### config.mk
export PLATFORM = sky130hd
export DESIGN_NAME = warpv_pcpi_issue
export DESIGN_NICKNAME = d
export VERILOG_FILES = /design/src/rtl/warpv_pcpi_pkg.sv /design/src/rtl/warpv_pcpi_timeout.sv /design/src/rtl/warpv_pcpi_issue.sv
export SDC_FILE = /design/constraint.sdc
export NUM_CORES = 1
export LEC_CHECK = 0
export ABC_AREA = 1
export CORE_UTILIZATION = 43
export CTS_BUF_LIST = sky130_fd_sc_hd__clkbuf_16
export CTS_CLUSTER_DIAMETER = 50
export DETAILED_ROUTE_END_ITERATION = 8
export PLACE_DENSITY = 0.93
export SYNTH_ARGS = -nofsm -noshare
export SYNTH_HDL_FRONTEND = slang
export SYNTH_SLANG_ARGS = --single-unit
### constraint.sdc
create_clock -name clk -period 3.3 [get_ports clk]
set_clock_uncertainty 0.15 [all_clocks]
set_input_delay 0.66 -clock clk [delete_from_list [all_inputs] [get_ports clk]]
set_output_delay 0.66 -clock clk [all_outputs]
set_load 0.02 [all_outputs]
### src/rtl/warpv_pcpi_pkg.sv
`default_nettype none
// ============================================================================
// Module      : warpv_pcpi_pkg
// Description : Shared types and constants for the PCPI issue/collect slice:
//               controller state encoding, RV32 M-extension opcode fields,
//               the default claim timeout and the merged result record.
// Ports       : none (package)
// Revision    : 1.0 - initial release
// ============================================================================
package warpv_pcpi_pkg;

  typedef enum logic [1:0] {
    IDLE  = 2'd0,
    ISSUE = 2'd1,
    DONE  = 2'd2
  } state_t;

  localparam logic [6:0] OPC_OP     = 7'b0110011;
  localparam logic [6:0] F7_MULDIV  = 7'b0000001;
  localparam int         TIMEOUT_DEFAULT = 16;

  // Merged co-processor answer as presented to the core.
  typedef struct packed {
    logic        wr;
    logic [31:0] rd;
    logic        illegal;
  } result_t;

  // True for any RV32M instruction (MUL*/DIV*/REM*).
  function automatic logic is_muldiv(input logic [31:0] insn);
    return (insn[6:0] == OPC_OP) && (insn[31:25] == F7_MULDIV);
  endfunction

endpackage
`default_nettype wire

### src/rtl/warpv_pcpi_timeout.sv
`default_nettype none
// ============================================================================
// Module      : warpv_pcpi_timeout
// Description : Claim-timeout counter for the PCPI issue controller. Counts
//               cycles spent in ISSUE with nobody claiming the instruction.
//               A claim (wait) clears the count and holds it at zero.
// Ports       : clk, resetn  - clock, synchronous active-low reset
//               active       - controller is in ISSUE
//               hold         - some co-processor asserts wait
//               expire       - count reached TIMEOUT-1 with no wait
// Revision    : 1.0 - initial release
// ============================================================================
module warpv_pcpi_timeout
  import warpv_pcpi_pkg::*;
#(
  parameter int TIMEOUT = TIMEOUT_DEFAULT
) (
  input  logic clk,
  input  logic resetn,
  input  logic active,
  input  logic hold,
  output logic expire
);

  localparam int             CW          = 8;
  localparam logic [CW-1:0]  C_LAST_COUNT = CW'(TIMEOUT - 1);

  logic [CW-1:0] r_count;

  // Outside ISSUE the count sits at zero, so entering ISSUE always starts
  // from a cleared counter without needing an explicit entry pulse.
  always_ff @(posedge clk) begin
    if (!resetn || !active || hold) begin
      r_count <= '0;
    end else if (r_count != C_LAST_COUNT) begin
      r_count <= r_count + CW'(1);
    end
  end

  assign expire = active && !hold && (r_count == C_LAST_COUNT);

endmodule
`default_nettype wire

### src/rtl/warpv_pcpi_issue.sv
`default_nettype none
// ============================================================================
// Module      : warpv_pcpi_issue
// Description : Core-side PCPI issue/collect controller in front of the fast
//               multiplier and divider. Registers one instruction, drives
//               pcpi_valid until a co-processor answers, returns the merged
//               result under res_ready backpressure, and reports an illegal
//               instruction when nobody claims it within TIMEOUT cycles.
// Config      : `define PCPI_RESULT_BYPASS_EN to present the co-processor
//               result combinationally in the ready cycle (saves one cycle
//               when res_ready is already high).
// Ports       : clk, resetn                  - clock, sync active-low reset
//               iss_valid/iss_ready/iss_*    - instruction from the core
//               pcpi_valid/pcpi_insn/rs1/rs2 - request to co-processors
//               mul_*, div_*                 - co-processor answers
//               res_valid/res_ready/res_*    - result back to the core
// Revision    : 1.0 - initial release
// ============================================================================
module warpv_pcpi_issue
  import warpv_pcpi_pkg::*;
#(
  parameter int TIMEOUT = TIMEOUT_DEFAULT,
  parameter bit HAS_DIV = 1'b1
) (
  input  logic        clk,
  input  logic        resetn,
  input  logic        iss_valid,
  output logic        iss_ready,
  input  logic [31:0] iss_insn,
  input  logic [31:0] iss_rs1,
  input  logic [31:0] iss_rs2,
  output logic        pcpi_valid,
  output logic [31:0] pcpi_insn,
  output logic [31:0] pcpi_rs1,
  output logic [31:0] pcpi_rs2,
  input  logic        mul_wr,
  input  logic [31:0] mul_rd,
  input  logic        mul_wait,
  input  logic        mul_ready,
  input  logic        div_wr,
  input  logic [31:0] div_rd,
  input  logic        div_wait,
  input  logic        div_ready,
  output logic        res_valid,
  input  logic        res_ready,
  output logic        res_wr,
  output logic [31:0] res_rd,
  output logic        res_illegal
);

  state_t      r_state, w_state_nxt;
  result_t     r_res, w_res_nxt, w_src;
  logic        w_capture;
  logic        w_div_wr, w_div_wait, w_div_ready;
  logic [31:0] w_div_rd;
  logic        w_ready, w_wait, w_in_issue, w_expire;

  generate
    if (HAS_DIV) begin : g_div
      assign w_div_wr    = div_wr;
      assign w_div_rd    = div_rd;
      assign w_div_wait  = div_wait;
      assign w_div_ready = div_ready;
    end else begin : g_no_div
      assign w_div_wr    = 1'b0;
      assign w_div_rd    = '0;
      assign w_div_wait  = 1'b0;
      assign w_div_ready = 1'b0;
    end
  endgenerate

  assign w_in_issue = (r_state == ISSUE);
  assign w_ready    = mul_ready | w_div_ready;
  assign w_wait     = mul_wait  | w_div_wait;

  // Multiplier has priority when both answer in the same cycle.
  always_comb begin
    w_src.wr      = mul_ready ? mul_wr : w_div_wr;
    w_src.rd      = mul_ready ? mul_rd : w_div_rd;
    w_src.illegal = 1'b0;
  end

  warpv_pcpi_timeout #(
    .TIMEOUT (TIMEOUT)
  ) u_timeout (
    .clk    (clk),
    .resetn (resetn),
    .active (w_in_issue),
    .hold   (w_wait),
    .expire (w_expire)
  );

  always_ff @(posedge clk) begin
    if (!resetn) begin
      r_state <= IDLE;
      r_res   <= '0;
    end else begin
      r_state <= w_state_nxt;
      r_res   <= w_res_nxt;
    end
  end

  always_ff @(posedge clk) begin
    if (!resetn) begin
      pcpi_insn <= '0;
      pcpi_rs1  <= '0;
      pcpi_rs2  <= '0;
    end else if (w_capture) begin
      pcpi_insn <= iss_insn;
      pcpi_rs1  <= iss_rs1;
      pcpi_rs2  <= iss_rs2;
    end
  end

  // Next state and outputs. pcpi_valid comes straight off the state flop, so
  // it drops the cycle after ready: the fast multiplier would otherwise
  // start a second operation.
  always_comb begin
    w_state_nxt = r_state;
    w_res_nxt   = r_res;
    w_capture   = 1'b0;
    iss_ready   = 1'b0;
    pcpi_valid  = 1'b0;
    res_valid   = 1'b0;
    res_wr      = 1'b0;
    res_rd      = '0;
    res_illegal = 1'b0;

    case (r_state)
      IDLE: begin
        iss_ready = 1'b1;
        if (iss_valid) begin
          w_capture   = 1'b1;
          w_state_nxt = ISSUE;
        end
      end

      ISSUE: begin
        pcpi_valid = 1'b1;
        // Ready takes precedence over a timeout in the same cycle.
        if (w_ready) begin
          w_res_nxt = w_src;
`ifdef PCPI_RESULT_BYPASS_EN
          res_valid = 1'b1;
          res_wr    = w_src.wr;
          res_rd    = w_src.rd;
          w_state_nxt = res_ready ? IDLE : DONE;
`else
          w_state_nxt = DONE;
`endif
        end else if (w_expire) begin
          w_res_nxt.wr      = 1'b0;
          w_res_nxt.rd      = '0;
          w_res_nxt.illegal = 1'b1;
          w_state_nxt       = DONE;
        end
      end

      DONE: begin
        res_valid   = 1'b1;
        res_wr      = r_res.wr;
        res_rd      = r_res.rd;
        res_illegal = r_res.illegal;
        if (res_ready) begin
          w_state_nxt = IDLE;
        end
      end

      default: begin
        w_state_nxt = IDLE;
      end
    endcase
  end

endmodule
`default_nettype wire

-- After elaboration in Yosys (flattened, before gate mapping)
Cells that the tools add are included.
- register bits after elaboration: 140
- bits in writable memories: 0
- bits in read-only memories: 0
- memories kept: 0
- output and inout port bits: 133
- word-level logic and storage cells: 46
- latch bits: 0
- order comparisons: 0
- muxes and demuxes: 17
- equality and inequality tests: 7
- bitwise gates (word level): 2
- reductions and logical operators: 11
- add/subtract/negate cells: 1
- shift operators: 0
- $mul: 0
- div/mod/pow operators: 0
- operator list (kind ; number):
    $mux 34 ; 2
    $mux 32 ; 2
    $add 8x1->8 const B ; 1
    $eq 8x4->1 const B ; 1
    $mux 1 ; 8
    $mux 2 ; 4
    $ne 8x4->1 const B ; 1
    $pmux 2 s3 ; 1
    $ne 2x2->1 const B ; 2
    $logic_not 1->1 ; 3
    $ne 3x3->1 const B ; 1
    $reduce_and 3->1 ; 1
    $eq 2x1->1 const B ; 1
    $eq 2x2->1 const B ; 1
    $logic_and 1x1->1 ; 2
    $logic_not 2->1 ; 1
    $logic_or 1x1->1 ; 2
    $or 1x1->1 ; 2
    $reduce_and 2->1 ; 1
    $reduce_bool 2->1 ; 1

-- Longest topological paths before layout
- word-level depth: 7
- depth in mapped cells: 9
- gate-level depth less buffers: 8

-- Hierarchy
A second synthesis with hierarchy kept.
- cell total of the unflattened synthesis: 870
- area total of the unflattened synthesis: 5891.9 um2
- modules (own cells, without submodules) (module ; area each (um2) ; seq. area each (um2) ; times used ; cells each):
    warpv_pcpi_issue ; 5469.0 ; 2642.5 ; 1 ; 804
    warpv_pcpi_timeout ; 422.9 ; 160.2 ; 1 ; 66

-- Worst setup path before layout
No wires, ideal clock.
- kind: flip-flop to output port
- from: register r_state[1]
- to: output port res_rd[10]
- cell stages (with the launch flop): 6
- arrival time: 1485 ps
- slack: 1005 ps
- data required time: 2490 ps
- path through: dfxtp_1 > inv_1 > nor2_1 > clkinv_1 > clkbuf_1 > nor2_1
- longest elaborated chain between the ends: 2
- ends and longest elaborated chain (item ; RTL line ; RTL):
    start, declared ; warpv_pcpi_issue.sv:51 ; state_t r_state, w_state_nxt;
    start signal, assigned ; warpv_pcpi_issue.sv:98 ; r_state <= w_state_nxt;
    $eq 2x2->1 ; warpv_pcpi_issue.sv:129 ; case (r_state)
    $mux 32 ; warpv_pcpi_issue.sv:129 ;
    end, declared ; warpv_pcpi_issue.sv:47 ; output logic [31:0] res_rd,
No other way between the ends.

-- Final worst setup path
- from: register r_state[1]
- to: output port res_rd[3]
The elaborated chain is that of the path after synthesis.

==> run_results.csv <==
group,metric,value,unit
status,status,"completed",
global_route,grt_pass1_vias,6025,
global_route,grt_pass1_wl,28260,µm
cts,cts_tree,"yes",
cts,cts_resized,0,
critical_path,reg2regPathDepth,8,
yosys,ys_seq_area_share,48.56,%
cells_and_area,fin_area,9364,µm²
sta,slew_violations,0,
critical_path,cp.required,2490,ps
critical_path,cp_slowest_cell,"clkdlybuf4s50_1",
global_route,grt_max_degree,88,
yosys,syn_nets,983,
routing,via_per_inst,4.890,
yosys,synth_cell_types,31,
pwr,p_seq_share,40.9,%
place,dp_hpwl,12760,µm
yosys,yosysWarningCount,0,
critical_path,cp.arrival,2090,ps
cts,clockBufferDepth,2,
pwr,finalPower,4.649,mW
pwr,clock_power_share,37.5,%
sta,tightest_slew,1265,ps
yosys,syn_area,5772,µm²
cts,cts.sinks,140,
floorplanning,die_x,117.9,µm
cells_and_area,finalNetCount,1259,
cells_and_area,layout_commonest_cell,"clkdlybuf4s50_1",
routing,wl_per_cell,14.06,µm
critical_path,critical_path_class,"flip-flop to output port",
routing,final_antenna_net_count,0,
cts,clk_latency,400,ps
yosys,synthXorXnorAreaFrac,0.7587,%
cells_and_area,drive_above_1_share,5.191,%
cts,cts_hold_buffers,0,
cells_and_area,mostFrequentLayoutCells,"clkdlybuf4s50_1, nor2_1, dfxtp_1",
yosys,syn_avg_cell_area,7.108,µm²
sta,setup_tns,0,ps
routing,drc,0,
critical_path,setup.worst_path.start_class,"flip-flop",
pwr,cellLeakagePower,3.834,nW
yosys,synth_top_cell_by_area,"dfxtp_1",
cts,clkTransAtPathRegs,50,ps
sta,setup_viol,0,
routing,first_pass_iters,4,
sta,layout_min_cycle_time,2901,ps
sta,rsz0062_at_grt,"false",
routing,vias,6210,
cts,root_buffer,"clkbuf_16",
pwr,p_switching,1.235,mW
sta,maxSlewHeadroom,15.59,%
cells_and_area,diodes,0,
global_route,gr-usage-all-layers,25.36,%
cells_and_area,n_fill_cell,922,
yosys,synthTopCellsByArea,"dfxtp_1, nor2_1, o21ai_0, nand2_1, inv_1",
global_route,grt_overflow,0,
yosys,yosys.area_share.simple,29.79,%
sta,finalCritPeriodShare,87.90,%
floorplanning,initial_core_util,44.83,%
yosys,muxShareOfSynthArea,0,%
critical_path,cp_cell_sequence,"inv_1 -> nor2_1 -> clkinv_1 -> buf_4 -> nor2_1 -> clkdlybuf4s50_1",
pwr,p_sw_share,26.57,%
routing,initialDrtViolationCount,412,
floorplanning,core_area,12880,µm²
yosys,ys_seq_elements,140,
floorplanning,ios,303,
floorplanning,fp.dieArea,13890,µm²
yosys,synth_top_family_by_area,"simple AND/OR/NAND/NOR gates",
place,port_buffers,302,
yosys,synth_compound_area_share,12.51,%
yosys,syn_inst,812,
pwr,power.density,496.5,nW/µm²
critical_path,cpMostUsedCell,"nor2_1",
run,maxCapViolations,0,
pwr,p_int,3.414,mW
floorplanning,die_y,117.9,µm
min_path,min_path_cells,2,
critical_path,endpoint_kind,"output port",
cts,htreeDepth,4,
routing,wl,17850,µm
yosys,synth_fa_ha_area_share,0.2168,%
place,gp_congestion,0.8335,
critical_path,max_stage_delay,660,ps
pwr,ir_drop,0.0003733,V
min_path,hp-class,"flip-flop to flip-flop",
cts,cts_inserted_buffers,17,
place,dpl-instance-area,8826,µm²
yosys,synth_top_area_share,48.56,%
critical_path,critPathMaxFanout,35,
global_route,grt_antenna_before_repair,0,
sta,fmax,0.3447,GHz
sta,final_hold_viol_count,0,
cts,cts_setup_buffers,0,
pwr,combPwrFrac,21.6,%
cells_and_area,area_growth,62.24,%
floorplanning,core.rowCount,41,
[synthesized netlist by cell type]
library cell	n
nand4_1	1
nand3b_1	1
buf_6	3
nand2_1	111
nor2_1	273
a31oi_1	1
a21oi_1	24
inv_1	43
buf_2	13
nor2_2	12
nand2_4	1
buf_1	2
o21ai_0	92
clkinv_1	1
or2_1	1
inv_2	2
xnor2_1	1
buf_4	10
or2_2	1
nor2_8	1
nor3_1	1
o21ai_1	6
ha_1	1
nand3_4	1
dfxtp_1	140
nand3_1	22
a22oi_1	14
xor2_1	4
nand2_2	2
buf_12	1
clkbuf_1	26
[metal layers]
layer	track usage (%)	up-vias	routed length [µm]	share of wire, %
li1	-	3090	-	-
met1	25.40	2808	6574	37
met2	45.48	260	8940	50
met3	9.593	52	1658	9.3
met4	13.06	0	681	3.8
met5	0	-	0	0
[cell type report]
type / instances / area (µm²) / area share, %
Sequential cell: 140 / 2803 / 29.93
Clock buffer: 17 / 425.4 / 4.543
Timing Repair Buffer: 312 / 3133 / 33.46
Inverter: 46 / 172.7 / 1.844
Multi-Input combinational cell: 571 / 2502 / 26.72
Clock inverter: 12 / 112.6 / 1.203
Tap cell: 172 / 215.2 / 2.298
[state kept, by name, summed over array words and instances, names as in the netlist]
signal,flops
pcpi_rs1,32
r_res,34
pcpi_insn,32
r_state,2
u_timeout.r_count,8
pcpi_rs2,32
[through the flow]
step / worst slack (ps) / std cells / hold WS [ps] / util, %
floorplan: 1005 / 812 / 281.4 / -
global placement: 479.0 / 1241 / 293.5 / 68.55
detailed placement: 467.7 / 1241 / 305.8 / 68.55
CTS: 382.2 / 1270 / 313.2 / 72.72
global route: 283.0 / 1270 / 347.0 / 72.72
finish: 399.2 / 1270 / 306.9 / 72.72
[critical path, delay by kind of cell, from the launching register on]
family | cells | cell delay [ps]
simple gates | 2 | 320
buf+inv | 4 | 1040
flops | 1 | 320
[power groups by stage]
stage	combinational, mW	clock (mW)	sequential, mW
after floorplan	0.355	0	2.06
after global placement	0.981	0	1.93
after detailed placement	0.999	0	1.94
after CTS	1.01	1.79	1.90
after global routing	1.09	1.86	1.91
final	1.00	1.75	1.90
[final timing paths]
kind,start,to,slack [ps]
setup / recovery,r_state[1]$_SDFFE_PN0P_,res_rd[3],400
hold / removal,r_res[0]$_SDFFE_PN0P_,r_res[0]$_SDFFE_PN0P_,310
setup reg to reg,u_timeout.r_count[0]$_SDFFE_PP0N_,r_res[4]$_SDFFE_PN0P_,1330
hold reg to reg,r_res[0]$_SDFFE_PN0P_,r_res[0]$_SDFFE_PN0P_,310
[logic make-up (layout without fill, tap and decap cells)]
group | Yosys count | in the layout
AO/OA/AOI/OAI | 137 | 137
XOR/XNOR | 5 | 5
AND/OR/NAND/NOR | 428 | 428
adder cells (fa/ha/maj) | 1 | 1
flip-flops | 140 | 140
buffers and inverters | 101 | 387
No activity file was read; power rests on OpenSTA's default activity.
